$ cat src/rtl/point_move_sequencer.sv
// point_move_sequencer
//   Initiator for a grid point's xMove/yMove/en/update interface. Takes a
//   target coordinate (1..5 per axis), reads the point's current position and
//   issues clamped moves, each followed by a settle window, until the point
//   reaches the target, the step budget runs out, or the request is aborted.
//
// Parameters
//   MAX_STEP      largest per-axis move magnitude per step (1..3)
//   SETTLE_CYCLES cycles to wait after update falls before sampling pos (>=1)
//   MAX_STEPS     update pulses allowed per request before failing (1..15)
//
// Ports
//   clk, rst_n        clock, asynchronous active-low reset
//   start             request strobe, sampled only while idle
//   abort             cancel the in-flight request
//   tgt_x, tgt_y      target coordinate
//   pos_x, pos_y      current point position
//   x_move, y_move    3-bit two's complement step to the point
//   move_en           point enable
//   update            one-cycle step strobe to the point
//   busy              high whenever a request is in progress
//   done / err        one-cycle completion / failure pulses
module point_move_sequencer #(
  parameter int MAX_STEP      = 3,
  parameter int SETTLE_CYCLES = 2,
  parameter int MAX_STEPS     = 8
) (
  input  logic       clk,
  input  logic       rst_n,
  input  logic       start,
  input  logic       abort,
  input  logic [2:0] tgt_x,
  input  logic [2:0] tgt_y,
  input  logic [2:0] pos_x,
  input  logic [2:0] pos_y,
  output logic [2:0] x_move,
  output logic [2:0] y_move,
  output logic       move_en,
  output logic       update,
  output logic       busy,
  output logic       done,
  output logic       err
);

  localparam logic [2:0] S_IDLE   = 3'd0;
  localparam logic [2:0] S_CALC   = 3'd1;
  localparam logic [2:0] S_ISSUE  = 3'd2;
  localparam logic [2:0] S_SETTLE = 3'd3;
  localparam logic [2:0] S_CHECK  = 3'd4;
  localparam logic [2:0] S_DONE   = 3'd5;
  localparam logic [2:0] S_FAIL   = 3'd6;

  // The settle counter runs 0..SETTLE_CYCLES: the first SETTLE cycle carries
  // the update pulse, the remaining SETTLE_CYCLES cycles are hold time.
  localparam int              SW          = $clog2(SETTLE_CYCLES + 2);
  localparam logic [SW-1:0]   SETTLE_LAST = SW'(SETTLE_CYCLES);
  localparam logic [3:0]      STEP_LIMIT  = 4'(MAX_STEPS);
  localparam logic signed [3:0] STEP_POS  = 4'(MAX_STEP);
  localparam logic signed [3:0] STEP_NEG  = -STEP_POS;

  logic [2:0]        state_q, state_d;
  logic [2:0]        tgt_x_q, tgt_x_d;
  logic [2:0]        tgt_y_q, tgt_y_d;
  logic [3:0]        step_cnt_q, step_cnt_d;
  logic [SW-1:0]     settle_cnt_q, settle_cnt_d;
  logic [2:0]        x_move_q, x_move_d;
  logic [2:0]        y_move_q, y_move_d;
  logic              move_en_q, move_en_d;
  logic              update_q, update_d;
  logic signed [3:0] dx, dy;

  function automatic logic [2:0] clamp_step(input logic signed [3:0] d);
    logic signed [3:0] c;
    if (d > STEP_POS)      c = STEP_POS;
    else if (d < STEP_NEG) c = STEP_NEG;
    else                   c = d;
    return c[2:0];
  endfunction

  function automatic logic coord_valid(input logic [2:0] t);
    return (t >= 3'd1) && (t <= 3'd5);
  endfunction

  // Both operands are 1..5 (target) or 0..7 (position), so a 4-bit signed
  // difference never overflows.
  assign dx = $signed({1'b0, tgt_x_q}) - $signed({1'b0, pos_x});
  assign dy = $signed({1'b0, tgt_y_q}) - $signed({1'b0, pos_y});

  always_comb begin
    state_d      = state_q;
    tgt_x_d      = tgt_x_q;
    tgt_y_d      = tgt_y_q;
    step_cnt_d   = step_cnt_q;
    settle_cnt_d = settle_cnt_q;
    x_move_d     = x_move_q;
    y_move_d     = y_move_q;
    move_en_d    = move_en_q;
    update_d     = 1'b0;

    case (state_q)
      S_IDLE: begin
        if (start) begin
          tgt_x_d    = tgt_x;
          tgt_y_d    = tgt_y;
          step_cnt_d = 4'd0;
          if (coord_valid(tgt_x) && coord_valid(tgt_y)) state_d = S_CALC;
          else                                          state_d = S_FAIL;
        end
      end
      S_CALC: begin
        if (dx == 4'sd0 && dy == 4'sd0) begin
          state_d   = S_DONE;
          x_move_d  = 3'd0;
          y_move_d  = 3'd0;
          move_en_d = 1'b0;
        end else begin
          state_d   = S_ISSUE;
          x_move_d  = clamp_step(dx);
          y_move_d  = clamp_step(dy);
          move_en_d = 1'b1;
        end
      end
      S_ISSUE: begin
        // update is registered here so it rises one cycle after the moves,
        // giving the point setup time on its posedge update.
        update_d     = 1'b1;
        step_cnt_d   = step_cnt_q + 4'd1;
        settle_cnt_d = '0;
        state_d      = S_SETTLE;
      end
      S_SETTLE: begin
        if (settle_cnt_q == SETTLE_LAST) state_d = S_CHECK;
        else settle_cnt_d = settle_cnt_q + 1'b1;
      end
      S_CHECK: begin
        if (pos_x == tgt_x_q && pos_y == tgt_y_q) begin
          state_d   = S_DONE;
          x_move_d  = 3'd0;
          y_move_d  = 3'd0;
          move_en_d = 1'b0;
        end else if (step_cnt_q == STEP_LIMIT) begin
          state_d   = S_FAIL;
          x_move_d  = 3'd0;
          y_move_d  = 3'd0;
          move_en_d = 1'b0;
        end else begin
          state_d = S_CALC;
        end
      end
      S_DONE:  state_d = S_IDLE;
      S_FAIL:  state_d = S_IDLE;
      default: state_d = S_IDLE;
    endcase

    // abort overrides every transition above but is meaningless when idle,
    // which is what lets a simultaneous start win.
    if (abort && state_q != S_IDLE) begin
      state_d   = S_IDLE;
      x_move_d  = 3'd0;
      y_move_d  = 3'd0;
      move_en_d = 1'b0;
      update_d  = 1'b0;
    end
  end

  always_ff @(posedge clk or negedge rst_n) begin
    if (!rst_n) begin
      state_q      <= S_IDLE;
      tgt_x_q      <= 3'd0;
      tgt_y_q      <= 3'd0;
      step_cnt_q   <= 4'd0;
      settle_cnt_q <= '0;
      x_move_q     <= 3'd0;
      y_move_q     <= 3'd0;
      move_en_q    <= 1'b0;
      update_q     <= 1'b0;
    end else begin
      state_q      <= state_d;
      tgt_x_q      <= tgt_x_d;
      tgt_y_q      <= tgt_y_d;
      step_cnt_q   <= step_cnt_d;
      settle_cnt_q <= settle_cnt_d;
      x_move_q     <= x_move_d;
      y_move_q     <= y_move_d;
      move_en_q    <= move_en_d;
      update_q     <= update_d;
    end
  end

  assign x_move  = x_move_q;
  assign y_move  = y_move_q;
  assign move_en = move_en_q;
  assign update  = update_q;
  assign busy    = (state_q != S_IDLE);
  assign done    = (state_q == S_DONE);
  assign err     = (state_q == S_FAIL);

endmodule

$ cat config.mk
export PLATFORM = sky130hd
export DESIGN_NAME = point_move_sequencer
export DESIGN_NICKNAME = d
export VERILOG_FILES = /design/src/rtl/point_move_sequencer.sv
export SDC_FILE = /design/constraint.sdc
export NUM_CORES = 1
export LEC_CHECK = 0
export CAP_MARGIN = 20
export CORE_MARGIN = 1.5
export CORE_UTILIZATION = 45
export CTS_CLUSTER_DIAMETER = 120
export DETAILED_ROUTE_END_ITERATION = 8
export HOLD_SLACK_MARGIN = 0.06
export MAX_ROUTING_LAYER = met4
export PLACE_DENSITY = 0.73
export SYNTH_ARGS = -nofsm -noshare
export SYNTH_HDL_FRONTEND = slang
export SYNTH_SLANG_ARGS = --single-unit
$ cat constraint.sdc
create_clock -name clk -period 2.3 [get_ports clk]
set_clock_uncertainty 0.2 [all_clocks]
set_input_delay 0.46 -clock clk [delete_from_list [all_inputs] [get_ports clk]]
set_output_delay 0.46 -clock clk [all_outputs]
set_load 0.02 [all_outputs]
-- Yosys cells after proc, flatten, opt, wreduce, memory -nomap -nowiden
Cells that the tools add are included.
- word-level logic and storage cells: 85
- register bits: 23
- bits of input ports: 16
- output and inout port bits: 11
- eq/ne operators: 15
- $add $sub $neg: 4
- mux-type cells: 31
- order comparisons: 8
- reductions and logical operators: 18
- operators by type and width (operator ; number):
    two-way mux 3 bit ; 17
    case mux 3 bit (5 select lines) ; 1
    case mux 3 bit (2 select lines) ; 2
    AND reduction 2 bit ; 5
    == test 3 bit, second input constant ; 3
    > comparator 4 x 3 -> 1 bit, second input constant ; 2
    zero test 4 bit ; 2
    < comparator 4 x 3 -> 1 bit, second input constant ; 2
    case mux 4 bit (2 select lines) ; 1
    subtractor 3 x 3 -> 4 bit ; 2
    == test 3 x 2 -> 1 bit, second input constant ; 2
    == test 3 bit ; 2
    greater-or-equal comparator 3 x 1 -> 1 bit, second input constant ; 2
    <= comparator 3 bit, second input constant ; 2
    logical AND 1 bit ; 6
    two-way mux 1 bit ; 6
    inequality test 3 bit, second input constant ; 2
    nonzero test 3 bit ; 2
    adder 4 x 1 -> 4 bit, second input constant ; 1
    == test 4 bit, second input constant ; 1
    two-way mux 4 bit ; 1
    inequality test 2 bit, second input constant ; 2
    inequality test 4 bit, second input constant ; 1
    case mux 2 bit (2 select lines) ; 1
    7 further kinds ; 8

-- Longest topological paths before layout
Gate-level depths: netlist (run 1).
- depth after elaboration: 7
- mapped depth: 9
- gate-level depth less buffers: 9

-- Worst setup path before layout (run 1)
No wires, ideal clock.
- path kind: input port to flip-flop
- from: input port pos_y[0]
- to: register x_move_q[0], in the netlist x_move[0]
- slack: 0.033 ns
- library setup time: 0.121 ns
- data arrival time: 1.946 ns
- buffers on the path: 0
- required time: 1.979 ns
- stages on the path: 8
- path through: ha_1 > inv_1 > fa_1 > nand4bb_1 > a211oi_2 > nand3_1 > and2_4 > a22o_1
- cells in the longest elaborated chain, start to end: 6
- elaborated cells on any way between the ends: 11
- those cells by class: 1 x add/sub; 2 x eq/ne; 4 x mux; 4 x reduce/logical
- ends and longest elaborated chain (what ; RTL line ; text):
    start, declared ; 35 ; input logic [2:0] pos_y,
    subtractor 3 x 3 -> 4 bit ; 87 ; assign dy = $signed({1'b0, tgt_y_q}) - $signed({1'b0, pos_y});
    zero test 4 bit ; 111 ; if (dx == 4'sd0 && dy == 4'sd0) begin
    logical AND 1 bit ; 111 ;
    two-way mux 3 bit ; 111 ;
    case mux 3 bit (2 select lines) ; 100 ; case (state_q)
    two-way mux 3 bit ; 157 ; if (abort && state_q != S_IDLE) begin
    end signal, assigned ; 183 ; x_move_q <= x_move_d;
    end, declared ; 66 ; logic [2:0] x_move_q, x_move_d;
Several ways; a longest one is shown, not always the timed one.
A chain may end at the register's enable or synchronous reset.

-- Worst setup path in the final report (run 1)
- from: input port pos_x[1]
- to: register y_move_q[0], in the netlist y_move[0]
- cells in the longest elaborated chain, start to end: 6
- elaborated cells on any way between the ends: 11
- those cells by class: 1 x add/sub; 2 x eq/ne; 4 x mux; 4 x reduce/logical
- ends and longest elaborated chain (what ; RTL line ; text):
    start, declared ; 34 ; input logic [2:0] pos_x,
    subtractor 3 x 3 -> 4 bit ; 86 ; assign dx = $signed({1'b0, tgt_x_q}) - $signed({1'b0, pos_x});
    zero test 4 bit ; 111 ;
    logical AND 1 bit ; 111 ;
    two-way mux 3 bit ; 111 ;
    case mux 3 bit (2 select lines) ; 100 ;
    two-way mux 3 bit ; 157 ;
    end signal, assigned ; 184 ; y_move_q <= y_move_d;
    end, declared ; 67 ; logic [2:0] y_move_q, y_move_d;
Several ways; a longest one is shown, not always the timed one.

==> results of run 1 <==
[cells by family after synthesis]
| group | count (synthesis) | synth area share, % |
|---|---|---|
| fa+ha+maj | 12 | 10.9 |
| flops | 23 | 38.7 |
| compound gates | 42 | 19.6 |
| buf+inv | 20 | 5.47 |
| simple gates | 52 | 18.3 |
| mux | 8 | 5.72 |
| xor+xnor | 2 | 1.18 |
[worst max-delay path by stage]
stage	endpoint	slack [ns]	from	cells past startpoint
2_1_floorplan	x_move[0]	0.03	pos_y[0]	8
6_report	y_move[0]	-0.02	pos_x[1]	8
4_1_cts	y_move[0]	-0.12	tgt_x_q[0]	9
5_1_grt	y_move[0]	-0.13	tgt_y_q[0]	9
3_3_place_gp	y_move[0]	-0.47	pos_y[0]	9
3_5_place_dp	y_move[0]	-0.56	pos_y[0]	9
[worst max-delay path: stages]
cell,delay (ns)
sky130_fd_sc_hd__clkdlybuf4s50_1,0.45
sky130_fd_sc_hd__inv_1,0.06
sky130_fd_sc_hd__fa_2,0.47
sky130_fd_sc_hd__nand4bb_1,0.19
sky130_fd_sc_hd__a211oi_2,0.19
sky130_fd_sc_hd__nand3_1,0.15
sky130_fd_sc_hd__and2_4,0.18
sky130_fd_sc_hd__a22o_1,0.18
[placed cells by master, fill, tap and decap left out, drive strengths merged, types with 3 or more instances in the layout]
master         synthesis  routed
a21oi                  5       5
a22o                   9       9
and2                   4       4
buf                    5      18
clkbuf                 0       3
clkdlybuf4s50          0      20
dfrtp                 23      23
dlygate4sd2            0       4
ha                     9       9
inv                   15      15
mux2                   4       4
mux2i                  4       4
nand2                 15      15
nand2b                 4       4
nand3                  3       3
nor2                   9       9
nor3                   5       5
o21ai                 16      16
[routing by layer]
layer  GRT usage [%]  vias up  part of all wire [%]
li1                -      655                     -
met1            24.3      627                    42
met2            37.0       28                    52
met3            3.84        4                   4.5
met4            7.45        0                   1.5
met5               -        -                     0
[timing repair]
action | in CTS | in global routing
pin swaps | 12 | 10
setup endpoints to repair | 10 | 10
resized for setup | 13 | 5
hold endpoints to repair | 0 | 0
hold buffers | 0 | 0
setup buffers | 3 | 3
[area by class of cell]
| type | instances | area share [%] |
|---|---|---|
| clock inverters | 1 | 0.253 |
| well taps | 44 | 2.78 |
| inverters | 15 | 2.84 |
| clock buffers | 3 | 1.14 |
| multi-input cells | 116 | 43.9 |
| flip-flops and latches | 23 | 29.1 |
| repair buffers | 44 | 20.0 |
[state kept, by name, summed over array words and instances (netlist names)]
register / flops
update: 1
tgt_x_q: 3
tgt_y_q: 3
settle_cnt_q: 2
y_move: 3
x_move: 3
step_cnt_q: 4
state_q: 3
move_en: 1
[report_power, final]
group          switching (mW)  internal [mW]
combinational           0.805          0.759
clock                   0.122         0.0652
sequential              0.112          0.557
total                    1.04           1.38
==> impl_results.html, run 1 <==
<table>
<tr><th>Metric</th><th>Value</th></tr>
<tr><th colspan="2">Timing</th></tr>
<tr><td>Final hold vios</td><td>0</td></tr>
<tr><td>Measured slew at the worst slew-check pin</td><td>roughly 0.33 ns</td></tr>
<tr><td>Final critical-path setup slack</td><td>-0.0236 ns</td></tr>
<tr><td>Setup repair after global routing missed its margin</td><td>true</td></tr>
<tr><td>Setup violators final</td><td>3</td></tr>
<tr><td>Worst hold slack after final layout</td><td>0.276 ns</td></tr>
<tr><td>Final total negative setup slack</td><td>-0.0455 ns</td></tr>
<tr><td>Normalized max-slew margin</td><td>77.6%</td></tr>
<tr><td>Slew Limit Fails</td><td>0</td></tr>
<tr><td>Final period util</td><td>101%</td></tr>
<tr><td>Post-layout min period</td><td>2.32 ns</td></tr>
<tr><td>Achievable Freq</td><td>roughly 430 MHz</td></tr>
<tr><th colspan="2">Synth</th></tr>
<tr><td>Nets in the synthesized netlist</td><td>between 150 and 200</td></tr>
<tr><td>Total standard cell area after synthesis</td><td>0.00149 mm2</td></tr>
<tr><td>Top-area cell type share of the netlist area</td><td>38.7%</td></tr>
<tr><td>Cell accounting for the most synthesized area</td><td>sky130_fd_sc_hd__dfrtp_1</td></tr>
<tr><td>Most frequently used cell type in the post-synthesis netlist</td><td>sky130_fd_sc_hd__dfrtp_1</td></tr>
<tr><td>Number of enable-type register cells in the synthesized netlist</td><td>0</td></tr>
<tr><td>Most used standard cells in the synthesized netlist</td><td>sky130_fd_sc_hd__dfrtp_1, sky130_fd_sc_hd__inv_1, sky130_fd_sc_hd__nand2_1, sky130_fd_sc_hd__o21ai_1</td></tr>
<tr><td>Count of unique library cells instantiated by Yosys</td><td>42</td></tr>
<tr><td>Cells after Synth</td><td>between 150 and 200</td></tr>
<tr><td>Sequential share of the synthesized area</td><td>approximately two fifths</td></tr>
<tr><td>Dominant synthesized flop cell</td><td>sky130_fd_sc_hd__dfrtp_1</td></tr>
<tr><td>Synth top area cells</td><td>sky130_fd_sc_hd__dfrtp_1, sky130_fd_sc_hd__ha_1, sky130_fd_sc_hd__a22o_1, sky130_fd_sc_hd__inv_1, sky130_fd_sc_hd__nand2_1</td></tr>
<tr><td>YS warnings</td><td>0</td></tr>
<tr><td>Per-instance average area after synthesis</td><td>just over 9 um2</td></tr>
<tr><td>Async set-or-reset flop fraction in the synthesized netlist</td><td>100%</td></tr>
<tr><td>Synthesis-stage register bit count</td><td>23</td></tr>
<tr><th colspan="2">Layout</th></tr>
<tr><td>Number of inserted diodes</td><td>0</td></tr>
<tr><td>Layout fillers</td><td>270</td></tr>
<tr><td>Multi-input combinational cell area</td><td>approximately 870 um2</td></tr>
<tr><td>Design Area, Final</td><td>slightly below 0.002 mm2</td></tr>
<tr><td>Number of standard cells in the layout, taps in and fillers out</td><td>246</td></tr>
<tr><td>Area delta synth-&gt;final</td><td>33.2%</td></tr>
<tr><td>Sequential cell area</td><td>576 um2</td></tr>
<tr><td>Post-layout util</td><td>roughly 64%</td></tr>
<tr><td>Fraction of final layout cells sized beyond drive strength 1</td><td>17.8%</td></tr>
<tr><td>Nets@finish</td><td>230</td></tr>
<tr><th colspan="2">CTS</th></tr>
<tr><td>Cell chosen for the clock root</td><td>sky130_fd_sc_hd__clkbuf_4</td></tr>
<tr><td>Clk sink count</td><td>23</td></tr>
<tr><td>Total clock buffers created by CTS</td><td>3</td></tr>
<tr><td>TritonCTS clock tree</td><td>done</td></tr>
<tr><td>Number of H-tree levels</td><td>1</td></tr>
<tr><td>CTS clock-pin slew for the worst setup and hold paths</td><td>between 0.1 and 0.15 ns</td></tr>
<tr><td>Maximum clock insertion buffer count</td><td>2</td></tr>
<tr><td>Latest clock arrival within the worst-skew pair</td><td>approximately 0.32 ns</td></tr>
<tr><th colspan="2">Routing</th></tr>
<tr><td>Mean number of vias per cell</td><td>5.34</td></tr>
<tr><td>Detailed router's first-iteration violation count</td><td>69</td></tr>
<tr><td>Via count</td><td>around 1300</td></tr>
<tr><td>Post-route ant nets</td><td>0</td></tr>
<tr><td>Routed length per instance</td><td>between 10 and 15 um</td></tr>
<tr><td>Detailed Routing Iterations Pass 1</td><td>4</td></tr>
<tr><td>Routed Wire Length</td><td>3250 um</td></tr>
<tr><td>DRC Markers</td><td>0</td></tr>
<tr><th colspan="2">Setup path</th></tr>
<tr><td>Reg2Reg Launch Point</td><td>tgt_y_q[0]</td></tr>
<tr><td>Number of cells traversed by the worst register-to-register path</td><td>9</td></tr>
<tr><td>Worst Setup Path Type</td><td>in2reg</td></tr>
<tr><td>Endpoint of the lowest-slack register-to-register path</td><td>y_move[0]</td></tr>
<tr><td>Required time of the worst setup path</td><td>around 2.3 ns</td></tr>
<tr><td>Kind of end point of the critical path</td><td>flop</td></tr>
<tr><td>Data arrival time at the worst-slack endpoint</td><td>around 2.3 ns</td></tr>
<tr><td>R2r setup slk</td><td>-0.01 ns</td></tr>
<tr><td>Setup crit start kind</td><td>input port</td></tr>
<tr><td>Critical-path maximum fanout</td><td>4</td></tr>
<tr><th colspan="2">Floorplan</th></tr>
<tr><td>DIE WIDTH</td><td>slightly above 60 um</td></tr>
<tr><td>Num rows</td><td>20</td></tr>
<tr><td>Die Outline Area</td><td>between 0.003 and 0.004 mm2</td></tr>
<tr><td>Die span in y</td><td>a little over 60 um</td></tr>
<tr><td># IOs</td><td>27</td></tr>
<tr><td>Starting utilization of the core area</td><td>between 40% and 50%</td></tr>
<tr><td>Core Box Area</td><td>between 0.003 and 0.004 mm2</td></tr>
<tr><th colspan="2">Job</th></tr>
<tr><td>Max-cap violations</td><td>0</td></tr>
<tr><th colspan="2">Place</th></tr>
<tr><td>DP Cell Count</td><td>238</td></tr>
<tr><td>Cell Area, Placed</td><td>between 0.0015 and 0.002 mm2</td></tr>
<tr><td>Pre-CTS setup slack</td><td>-0.558 ns</td></tr>
<tr><td>Count of buffers inserted at the top-level ports</td><td>26</td></tr>
<tr><td>Placer Congestion</td><td>~0.92</td></tr>
<tr><td>Sum of net half-perimeters after detailed placement</td><td>2550 um</td></tr>
<tr><th colspan="2">Outcome</th></tr>
<tr><td>Failing checks</td><td>setup timing</td></tr>
<tr><td>Result of the run</td><td>complete, but fails checks</td></tr>
<tr><th colspan="2">Global route</th></tr>
<tr><td>Vias in the first global route</td><td>1237</td></tr>
<tr><td>Remaining global-route overflow</td><td>0</td></tr>
<tr><td>Number of antenna violations at the first check in global routing</td><td>0</td></tr>
<tr><td>First-pass GRT wire length</td><td>roughly 5500 um</td></tr>
<tr><td>Largest net degree at the start of global routing</td><td>24</td></tr>
<tr><td>Total routing resource utilization after global routing</td><td>21.2%</td></tr>
<tr><th colspan="2">Power</th></tr>
<tr><td>Peak VDD IR</td><td>about 0.5 mV</td></tr>
<tr><td>Leakage</td><td>0.905 nW</td></tr>
<tr><td>Power density over cell area</td><td>1220 mW/mm2</td></tr>
<tr><td>Post-layout power</td><td>2.42 mW</td></tr>
<tr><th colspan="2">Min path</th></tr>
<tr><td>Hold Path Class</td><td>in2async</td></tr>
</table>
No activity file was read; power rests on OpenSTA's default activity.
==> inputs of run 2 (changes only) <==
--- a/config.mk
+++ b/config.mk
@@ -8,6 +8,7 @@
 export CAP_MARGIN = 20
 export CORE_MARGIN = 1.5
 export CORE_UTILIZATION = 45
+export CTS_BUF_LIST = sky130_fd_sc_hd__clkbuf_16
 export CTS_CLUSTER_DIAMETER = 120
 export DETAILED_ROUTE_END_ITERATION = 8
 export HOLD_SLACK_MARGIN = 0.06
==> impl_results.html, run 2 (synthesis results as in run 1) <==
<table>
<tr><th>Metric</th><th>Value</th></tr>
<tr><th colspan="2">Power</th></tr>
<tr><td>Seq pwr share</td><td>25.8% (-1.9 points)</td></tr>
<tr><td>Internal portion of total power</td><td>1.54 mW (+11%)</td></tr>
<tr><td>Fraction of power consumed by the clock network</td><td>14.3% (+6.6 points)</td></tr>
<tr><td>Share of power burned in combinational logic</td><td>59.9% (-4.7 points)</td></tr>
<tr><td>Switching component of the power</td><td>1.06 mW (+2.4%)</td></tr>
<tr><td>Peak VDD IR</td><td>0.606 mV (+18%)</td></tr>
<tr><td>Post-layout power</td><td>2.60 mW (+7.6%)</td></tr>
<tr><td>Power density over cell area</td><td>1290 mW/mm2 (+5.8%)</td></tr>
<tr><td>Leakage</td><td>0.909 nW (+0.40%)</td></tr>
<tr><td>Net switching fraction of the power</td><td>40.9% (-2.1 points)</td></tr>
<tr><th colspan="2">Timing</th></tr>
<tr><td>Final total negative setup slack</td><td>-0.112 ns (-0.0667 ns)</td></tr>
<tr><td>Setup violators final</td><td>4 (+1)</td></tr>
<tr><td>Achievable Freq</td><td>427 MHz (-0.88%)</td></tr>
<tr><td>Post-layout min period</td><td>2.34 ns (+0.0206 ns)</td></tr>
<tr><td>Slew Limit Fails</td><td>0 (unchanged)</td></tr>
<tr><td>Normalized max-slew margin</td><td>75.4% (-2.2 points)</td></tr>
<tr><td>Setup repair after global routing missed its margin</td><td>true</td></tr>
<tr><td>Measured slew at the worst slew-check pin</td><td>0.367 ns (+0.0327 ns)</td></tr>
<tr><td>Worst hold slack after final layout</td><td>0.304 ns (+0.0279 ns)</td></tr>
<tr><td>Final hold vios</td><td>0 (unchanged)</td></tr>
<tr><td>Final period util</td><td>102% (+0.89 points)</td></tr>
<tr><td>Final critical-path setup slack</td><td>-0.0441 ns (-0.0206 ns)</td></tr>
<tr><th colspan="2">Layout</th></tr>
<tr><td>Layout fillers</td><td>270 (unchanged)</td></tr>
<tr><td>Area delta synth-&gt;final</td><td>35.4%</td></tr>
<tr><td>Multi-input combinational cell area</td><td>860 um2 (-1.2%)</td></tr>
<tr><td>Largest reg by FF count</td><td>step_cnt_q</td></tr>
<tr><td>Number of inserted diodes</td><td>0 (unchanged)</td></tr>
<tr><td>Design Area, Final</td><td>0.00201 mm2 (+1.7%)</td></tr>
<tr><td>Nets@finish</td><td>229 (-0.43%)</td></tr>
<tr><td>Commonest cells after routing, fill and taps aside</td><td>sky130_fd_sc_hd__dfrtp_1, sky130_fd_sc_hd__clkdlybuf4s50_1, sky130_fd_sc_hd__buf_4</td></tr>
<tr><td>Largest register FFs</td><td>4 (unchanged)</td></tr>
<tr><td>Most common library cell in the layout ignoring fill and taps</td><td>sky130_fd_sc_hd__dfrtp_1</td></tr>
<tr><td>Sequential cell area</td><td>576 um2 (unchanged)</td></tr>
<tr><td>Post-layout util</td><td>64.9% (+1.1 points)</td></tr>
<tr><td>Fraction of final layout cells sized beyond drive strength 1</td><td>16.9% (-0.91 points)</td></tr>
<tr><th colspan="2">Routing</th></tr>
<tr><td>Mean number of vias per cell</td><td>5.38 (+0.71%)</td></tr>
<tr><td>Detailed Routing Iterations Pass 1</td><td>4 (unchanged)</td></tr>
<tr><td>Routed Wire Length</td><td>3380 um (+4.1%)</td></tr>
<tr><td>Routed length per instance</td><td>13.8 um (+4.5%)</td></tr>
<tr><td>Post-route ant nets</td><td>0 (unchanged)</td></tr>
<tr><td>Detailed router's first-iteration violation count</td><td>65 (-5.8%)</td></tr>
<tr><td>DRC Markers</td><td>0 (unchanged)</td></tr>
<tr><td>Via count</td><td>1318 (+0.30%)</td></tr>
<tr><th colspan="2">Setup path</th></tr>
<tr><td>Slowest stage delay, CP</td><td>0.46 ns (about the same)</td></tr>
<tr><td>Worst Setup Path Type</td><td>in2reg</td></tr>
<tr><td>CP cell instances</td><td>clkdlybuf4s15_1 &gt; ha_4 &gt; inv_2 &gt; fa_1 &gt; nand4bb_1 &gt; a211oi_2 &gt; nand3_1 &gt; and2_4 &gt; a22o_1</td></tr>
<tr><td>Kind of end point of the critical path</td><td>flop</td></tr>
<tr><td>Setup crit start kind</td><td>input port</td></tr>
<tr><td>Critical-path maximum fanout</td><td>4 (unchanged)</td></tr>
<tr><td>Data arrival time at the worst-slack endpoint</td><td>2.29 ns (-0.05 ns)</td></tr>
<tr><td>Required time of the worst setup path</td><td>2.24 ns (-0.08 ns)</td></tr>
<tr><td>Critical path buffers and inverters</td><td>2 (unchanged)</td></tr>
<tr><td>Top delay family on crit path</td><td>adder cells</td></tr>
<tr><td>Slowest stage cell on the critical path</td><td>sky130_fd_sc_hd__fa_1</td></tr>
<tr><th colspan="2">Global route</th></tr>
<tr><td>Remaining global-route overflow</td><td>0 (unchanged)</td></tr>
<tr><td>Total routing resource utilization after global routing</td><td>21.9% (+0.78 points)</td></tr>
<tr><td>Number of antenna violations at the first check in global routing</td><td>0 (unchanged)</td></tr>
<tr><td>Largest net degree at the start of global routing</td><td>24 (unchanged)</td></tr>
<tr><td>Vias in the first global route</td><td>1252 (+1.2%)</td></tr>
<tr><td>First-pass GRT wire length</td><td>5640 um (+2.5%)</td></tr>
<tr><th colspan="2">CTS</th></tr>
<tr><td>Latest clock arrival within the worst-skew pair</td><td>0.26 ns (-0.06 ns)</td></tr>
<tr><td>Cell chosen for the clock root</td><td>sky130_fd_sc_hd__clkbuf_16</td></tr>
<tr><td>Number of hold buffers added after cts</td><td>0 (unchanged)</td></tr>
<tr><td>Total clock buffers created by CTS</td><td>3 (unchanged)</td></tr>
<tr><td>Maximum clock insertion buffer count</td><td>2 (unchanged)</td></tr>
<tr><td>Number of H-tree levels</td><td>1 (unchanged)</td></tr>
<tr><td>CTS clock-pin slew for the worst setup and hold paths</td><td>0.06 ns (-0.06 ns)</td></tr>
<tr><td>TritonCTS clock tree</td><td>done</td></tr>
<tr><td>Clk sink count</td><td>23 (unchanged)</td></tr>
<tr><th colspan="2">Floorplan</th></tr>
<tr><td>Core Box Area</td><td>0.00310 mm2 (unchanged)</td></tr>
<tr><td>Starting utilization of the core area</td><td>47.9% (unchanged)</td></tr>
<tr><td>DIE WIDTH</td><td>60.5 um (unchanged)</td></tr>
<tr><td>Die span in y</td><td>60.5 um (unchanged)</td></tr>
<tr><td># IOs</td><td>27 (unchanged)</td></tr>
<tr><td>Num rows</td><td>20 (unchanged)</td></tr>
<tr><td>Die Outline Area</td><td>0.00366 mm2 (unchanged)</td></tr>
<tr><th colspan="2">Place</th></tr>
<tr><td>Count of buffers inserted at the top-level ports</td><td>26 (unchanged)</td></tr>
<tr><td>Sum of net half-perimeters after detailed placement</td><td>2550 um (unchanged)</td></tr>
<tr><td>Placer Congestion</td><td>0.918 (unchanged)</td></tr>
<tr><td>Cell Area, Placed</td><td>0.00188 mm2 (unchanged)</td></tr>
<tr><th colspan="2">Job</th></tr>
<tr><td>Max-cap violations</td><td>0 (unchanged)</td></tr>
<tr><th colspan="2">Outcome</th></tr>
<tr><td>Result of the run</td><td>complete, but fails checks</td></tr>
<tr><td>Failing checks</td><td>setup timing</td></tr>
<tr><th colspan="2">Min path</th></tr>
<tr><td>Hold Path Class</td><td>reg2reg</td></tr>
</table>
run 2: metrics by stage:
stage | setup slack, ns | std cells
2_1_floorplan | 0.0330 | 159
3_3_place_gp | -0.468 | 238
3_5_place_dp | -0.558 | 238
4_1_cts | -0.133 | 244
5_1_grt | -0.134 | 245
6_report | -0.0441 | 245
run 2: layout make-up:
type	instances	area share, %
Multi-Input combinational cell	116	42.7
Inverter	15	2.80
Sequential cell	23	28.6
Clock inverter	1	0.249
Timing Repair Buffer	43	19.2
Tap cell	44	2.73
Clock buffer	3	3.73
run 2: final timing paths:
check | start | to | slack, ns | depth (start not counted)
hold / removal | move_en | move_en | 0.30 | 1
hold reg to reg | move_en | move_en | 0.30 | 1
max in group asynchronous | rst_n | state_q[0] | 1.31 | 2
setup reg to reg | tgt_y_q[0] | y_move[0] | -0.04 | 9
setup / recovery | pos_y[0] | y_move[0] | -0.04 | 9
min in group asynchronous | rst_n | x_move[1] | 0.35 | 2
run 2: metal layers:
layer	vias to the layer above	share of wire (%)	track usage (%)
li1	649	-	-
met4	0	2.2	10.2
met1	627	42	24.7
met2	35	52	37.7
met5	-	0	-
met3	7	3.5	3.84
run 2: worst register-to-register path: cells and delay by family, from the launching register on:
| family | cells | cell delay, ns |
|---|---|---|
| AOI/OAI and AO/OA | 2 | 0.38 |
| adders and majority gates | 2 | 0.59 |
| buffers and inverters | 2 | 0.11 |
| DFF | 1 | 0.37 |
| and+or+nand+nor | 3 | 0.57 |
run 2: timing repair:
item	CTS	global route
buffers inserted	3	2
resized for setup	16	1
setup endpoints to repair	8	9
pin swaps	12	11
run 2: power by group through the flow:
stage,sequential [mW],clock (mW),combinational (mW)
after global routing,0.691,0.411,1.71
final,0.672,0.373,1.56
after floorplan,0.702,0,0.945
after global placement,0.664,0,1.41
after detailed placement,0.674,0,1.47
after CTS,0.672,0.380,1.55
==> inputs of run 3 (changes only) <==
--- a/config.mk
+++ b/config.mk
@@ -7,13 +7,13 @@
 export LEC_CHECK = 0
 export CAP_MARGIN = 20
 export CORE_MARGIN = 1.5
-export CORE_UTILIZATION = 45
+export CORE_UTILIZATION = 47
 export CTS_BUF_LIST = sky130_fd_sc_hd__clkbuf_16
 export CTS_CLUSTER_DIAMETER = 120
 export DETAILED_ROUTE_END_ITERATION = 8
 export HOLD_SLACK_MARGIN = 0.06
 export MAX_ROUTING_LAYER = met4
-export PLACE_DENSITY = 0.73
+export PLACE_DENSITY = 0.76
 export SYNTH_ARGS = -nofsm -noshare
 export SYNTH_HDL_FRONTEND = slang
 export SYNTH_SLANG_ARGS = --single-unit
==> impl_results.html, run 3 (synthesis results as in run 1) <==
<table>
<tr><th>Metric</th><th>Value</th></tr>
<tr><th colspan="2">Routing</th></tr>
<tr><td>Via count</td><td>1359 (+3.1%)</td></tr>
<tr><td>Detailed Routing Iterations Pass 1</td><td>4 (unchanged)</td></tr>
<tr><td>Detailed router's first-iteration violation count</td><td>38 (-42%)</td></tr>
<tr><td>Mean number of vias per cell</td><td>5.50 (+2.3%)</td></tr>
<tr><td>Routed length per instance</td><td>14.5 um (+4.9%)</td></tr>
<tr><td>Routed Wire Length</td><td>3580 um (+5.8%)</td></tr>
<tr><td>Post-route ant nets</td><td>0 (unchanged)</td></tr>
<tr><td>DRC Markers</td><td>0 (unchanged)</td></tr>
<tr><th colspan="2">Layout</th></tr>
<tr><td>Fraction of final layout cells sized beyond drive strength 1</td><td>18.7% (+1.8 points)</td></tr>
<tr><td>Most common library cell in the layout ignoring fill and taps</td><td>sky130_fd_sc_hd__dfrtp_1</td></tr>
<tr><td>Layout fillers</td><td>256 (-5.2%)</td></tr>
<tr><td>Largest reg by FF count</td><td>step_cnt_q</td></tr>
<tr><td>Number of inserted diodes</td><td>0 (unchanged)</td></tr>
<tr><td>Largest register FFs</td><td>4 (unchanged)</td></tr>
<tr><td>Area delta synth-&gt;final</td><td>37.3%</td></tr>
<tr><td>Nets@finish</td><td>231 (+0.87%)</td></tr>
<tr><td>Design Area, Final</td><td>0.00204 mm2 (+1.4%)</td></tr>
<tr><td>Commonest cells after routing, fill and taps aside</td><td>sky130_fd_sc_hd__dfrtp_1, sky130_fd_sc_hd__clkdlybuf4s50_1, sky130_fd_sc_hd__buf_4</td></tr>
<tr><th colspan="2">CTS</th></tr>
<tr><td>Clk sink count</td><td>23 (unchanged)</td></tr>
<tr><td>Latest clock arrival within the worst-skew pair</td><td>0.26 ns (about the same)</td></tr>
<tr><td>Number of hold buffers added after cts</td><td>0 (unchanged)</td></tr>
<tr><td>Maximum clock insertion buffer count</td><td>2 (unchanged)</td></tr>
<tr><td>Total clock buffers created by CTS</td><td>3 (unchanged)</td></tr>
<tr><td>Cell chosen for the clock root</td><td>sky130_fd_sc_hd__clkbuf_16</td></tr>
<tr><td>Number of H-tree levels</td><td>1 (unchanged)</td></tr>
<tr><td>CTS clock-pin slew for the worst setup and hold paths</td><td>0.06 ns (about the same)</td></tr>
<tr><td>TritonCTS clock tree</td><td>done</td></tr>
<tr><th colspan="2">Power</th></tr>
<tr><td>Power density over cell area</td><td>1310 mW/mm2 (+1.1%)</td></tr>
<tr><td>Peak VDD IR</td><td>0.644 mV (+6.4%)</td></tr>
<tr><td>Leakage</td><td>0.916 nW (+0.78%)</td></tr>
<tr><th colspan="2">Floorplan</th></tr>
<tr><td>DIE WIDTH</td><td>59.2 um (-2.1%)</td></tr>
<tr><td>Die span in y</td><td>59.2 um (-2.1%)</td></tr>
<tr><td>Starting utilization of the core area</td><td>49.1% (+1.2 points)</td></tr>
<tr><td>Die Outline Area</td><td>0.00351 mm2 (-4.1%)</td></tr>
<tr><td># IOs</td><td>27 (unchanged)</td></tr>
<tr><td>Num rows</td><td>20 (unchanged)</td></tr>
<tr><td>Core Box Area</td><td>0.00303 mm2 (-2.4%)</td></tr>
<tr><th colspan="2">Place</th></tr>
<tr><td>Placer Congestion</td><td>0.860 (-6.4%)</td></tr>
<tr><td>Sum of net half-perimeters after detailed placement</td><td>2620 um (+2.9%)</td></tr>
<tr><td>Count of buffers inserted at the top-level ports</td><td>26 (unchanged)</td></tr>
<tr><td>Cell Area, Placed</td><td>0.00188 mm2 (unchanged)</td></tr>
<tr><th colspan="2">Setup path</th></tr>
<tr><td>Data arrival time at the worst-slack endpoint</td><td>2.29 ns (about the same)</td></tr>
<tr><td>CP cell instances</td><td>clkdlybuf4s50_1 &gt; inv_1 &gt; ha_1 &gt; xnor2_1 &gt; and2_1 &gt; o21ai_0 &gt; a22o_1</td></tr>
<tr><td>Required time of the worst setup path</td><td>2.25 ns (about the same)</td></tr>
<tr><td>Reg2Reg Launch Point</td><td>tgt_y_q[0]</td></tr>
<tr><td>Kind of end point of the critical path</td><td>flop</td></tr>
<tr><td>Worst Setup Path Type</td><td>in2reg</td></tr>
<tr><td>Slowest stage cell on the critical path</td><td>sky130_fd_sc_hd__clkdlybuf4s50_1</td></tr>
<tr><td>Number of cells traversed by the worst register-to-register path</td><td>9 (unchanged)</td></tr>
<tr><td>R2r setup slk</td><td>-0.01 ns (+0.03 ns)</td></tr>
<tr><td>Critical path buffers and inverters</td><td>2 (unchanged)</td></tr>
<tr><td>Slowest stage delay, CP</td><td>0.46 ns (about the same)</td></tr>
<tr><td>Critical-path maximum fanout</td><td>5 (+1)</td></tr>
<tr><td>Endpoint of the lowest-slack register-to-register path</td><td>x_move[0]</td></tr>
<tr><td>Setup crit start kind</td><td>input port</td></tr>
<tr><td>Top delay family on crit path</td><td>buffers and inverters</td></tr>
<tr><th colspan="2">Timing</th></tr>
<tr><td>Slew Limit Fails</td><td>0 (unchanged)</td></tr>
<tr><td>Final total negative setup slack</td><td>-0.104 ns (+0.00810 ns)</td></tr>
<tr><td>Setup violators final</td><td>4 (unchanged)</td></tr>
<tr><td>Achievable Freq</td><td>427 MHz (+0.11%)</td></tr>
<tr><td>Final critical-path setup slack</td><td>-0.0416 ns (+0.00259 ns)</td></tr>
<tr><td>Final hold vios</td><td>0 (unchanged)</td></tr>
<tr><td>Normalized max-slew margin</td><td>68.2% (-7.2 points)</td></tr>
<tr><td>Measured slew at the worst slew-check pin</td><td>0.474 ns (+0.108 ns)</td></tr>
<tr><td>Post-layout min period</td><td>2.34 ns (-0.00259 ns)</td></tr>
<tr><td>Setup repair after global routing missed its margin</td><td>true</td></tr>
<tr><td>Final period util</td><td>102% (-0.11 points)</td></tr>
<tr><th colspan="2">Global route</th></tr>
<tr><td>Remaining global-route overflow</td><td>0 (unchanged)</td></tr>
<tr><td>Vias in the first global route</td><td>1337 (+6.8%)</td></tr>
<tr><td>Largest net degree at the start of global routing</td><td>24 (unchanged)</td></tr>
<tr><td>First-pass GRT wire length</td><td>5750 um (+2.0%)</td></tr>
<tr><td>Number of antenna violations at the first check in global routing</td><td>0 (unchanged)</td></tr>
<tr><td>Total routing resource utilization after global routing</td><td>22.5% (+0.59 points)</td></tr>
<tr><th colspan="2">Min path</th></tr>
<tr><td>Hold Path Class</td><td>reg2reg</td></tr>
<tr><td>Launch point of the worst hold path</td><td>tgt_x_q[2]</td></tr>
<tr><td>Worst hold path depth</td><td>1 (unchanged)</td></tr>
<tr><td>End point of the worst hold path</td><td>tgt_x_q[2]</td></tr>
<tr><th colspan="2">Outcome</th></tr>
<tr><td>Result of the run</td><td>complete, but fails checks</td></tr>
<tr><td>Failing checks</td><td>setup timing</td></tr>
<tr><th colspan="2">Job</th></tr>
<tr><td>Max-cap violations</td><td>0 (unchanged)</td></tr>
</table>
run 3: worst max-delay path by stage:
stage,to,start,depth (start not counted)
after CTS,y_move[0],tgt_x_q[0],9
after global placement,y_move[0],pos_y[0],9
after floorplan,x_move[0],pos_y[0],8
after global routing,y_move[1],pos_y[2],8
after detailed placement,x_move[0],pos_x[0],9
final,y_move[0],pos_y[2],7
run 3: cell type report:
class	count	area, um2	area share, %
clock buffer	3	75.1	3.68
multi-input combinational	116	868	42.6
inverter	15	56.3	2.76
tap	44	55.1	2.70
timing repair buffer	45	403	19.7
sequential	23	576	28.2
clock inverter	1	7.51	0.368
run 3: repair_timing:
action,CTS,global route
setup buffers,4,2
gates cloned,0,0
gates resized for setup,16,4
endpoints found under the setup margin,9,9
endpoints found under the hold margin,0,0
pin swaps,8,5
run 3: stage by stage:
step | utilization, % | instances | power, mW | setup WS [ns] | hold WS [ns]
after floorplan | - | 159 | 1.65 | 0.0330 | -0.0356
after global routing | 67.4 | 247 | 2.86 | -0.162 | 0.326
after CTS | 66.5 | 245 | 2.62 | -0.0894 | 0.304
after global placement | 62.1 | 238 | 2.09 | -0.465 | 0.277
final | 67.4 | 247 | 2.67 | -0.0416 | 0.293
after detailed placement | 62.1 | 238 | 2.16 | -0.561 | 0.290
run 3: power by group:
| group | total [mW] | internal [mW] | leakage (nW) | switching, mW |
|---|---|---|---|---|
| sequential | 0.673 | 0.559 | 0.298 | 0.114 |
| clock | 0.384 | 0.236 | 0.0371 | 0.149 |
| combinational | 1.61 | 0.762 | 0.581 | 0.847 |
run 3: metal layers:
layer	global-route usage, %	wire length [um]
met1	26.6	1450
met5	-	0
met2	39.2	1920
met4	8.12	85
met3	2.62	118
run 3: worst reg2reg max path, stage by stage, from the launching register on:
cell                        delay, ns
sky130_fd_sc_hd__dfrtp_1         0.37
sky130_fd_sc_hd__inv_2           0.08
sky130_fd_sc_hd__ha_4            0.13
sky130_fd_sc_hd__inv_2           0.03
sky130_fd_sc_hd__fa_1            0.44
sky130_fd_sc_hd__nand4bb_1       0.21
sky130_fd_sc_hd__a211oi_2        0.23
sky130_fd_sc_hd__nand3_2         0.15
sky130_fd_sc_hd__and2_4          0.18
sky130_fd_sc_hd__a22o_1          0.17
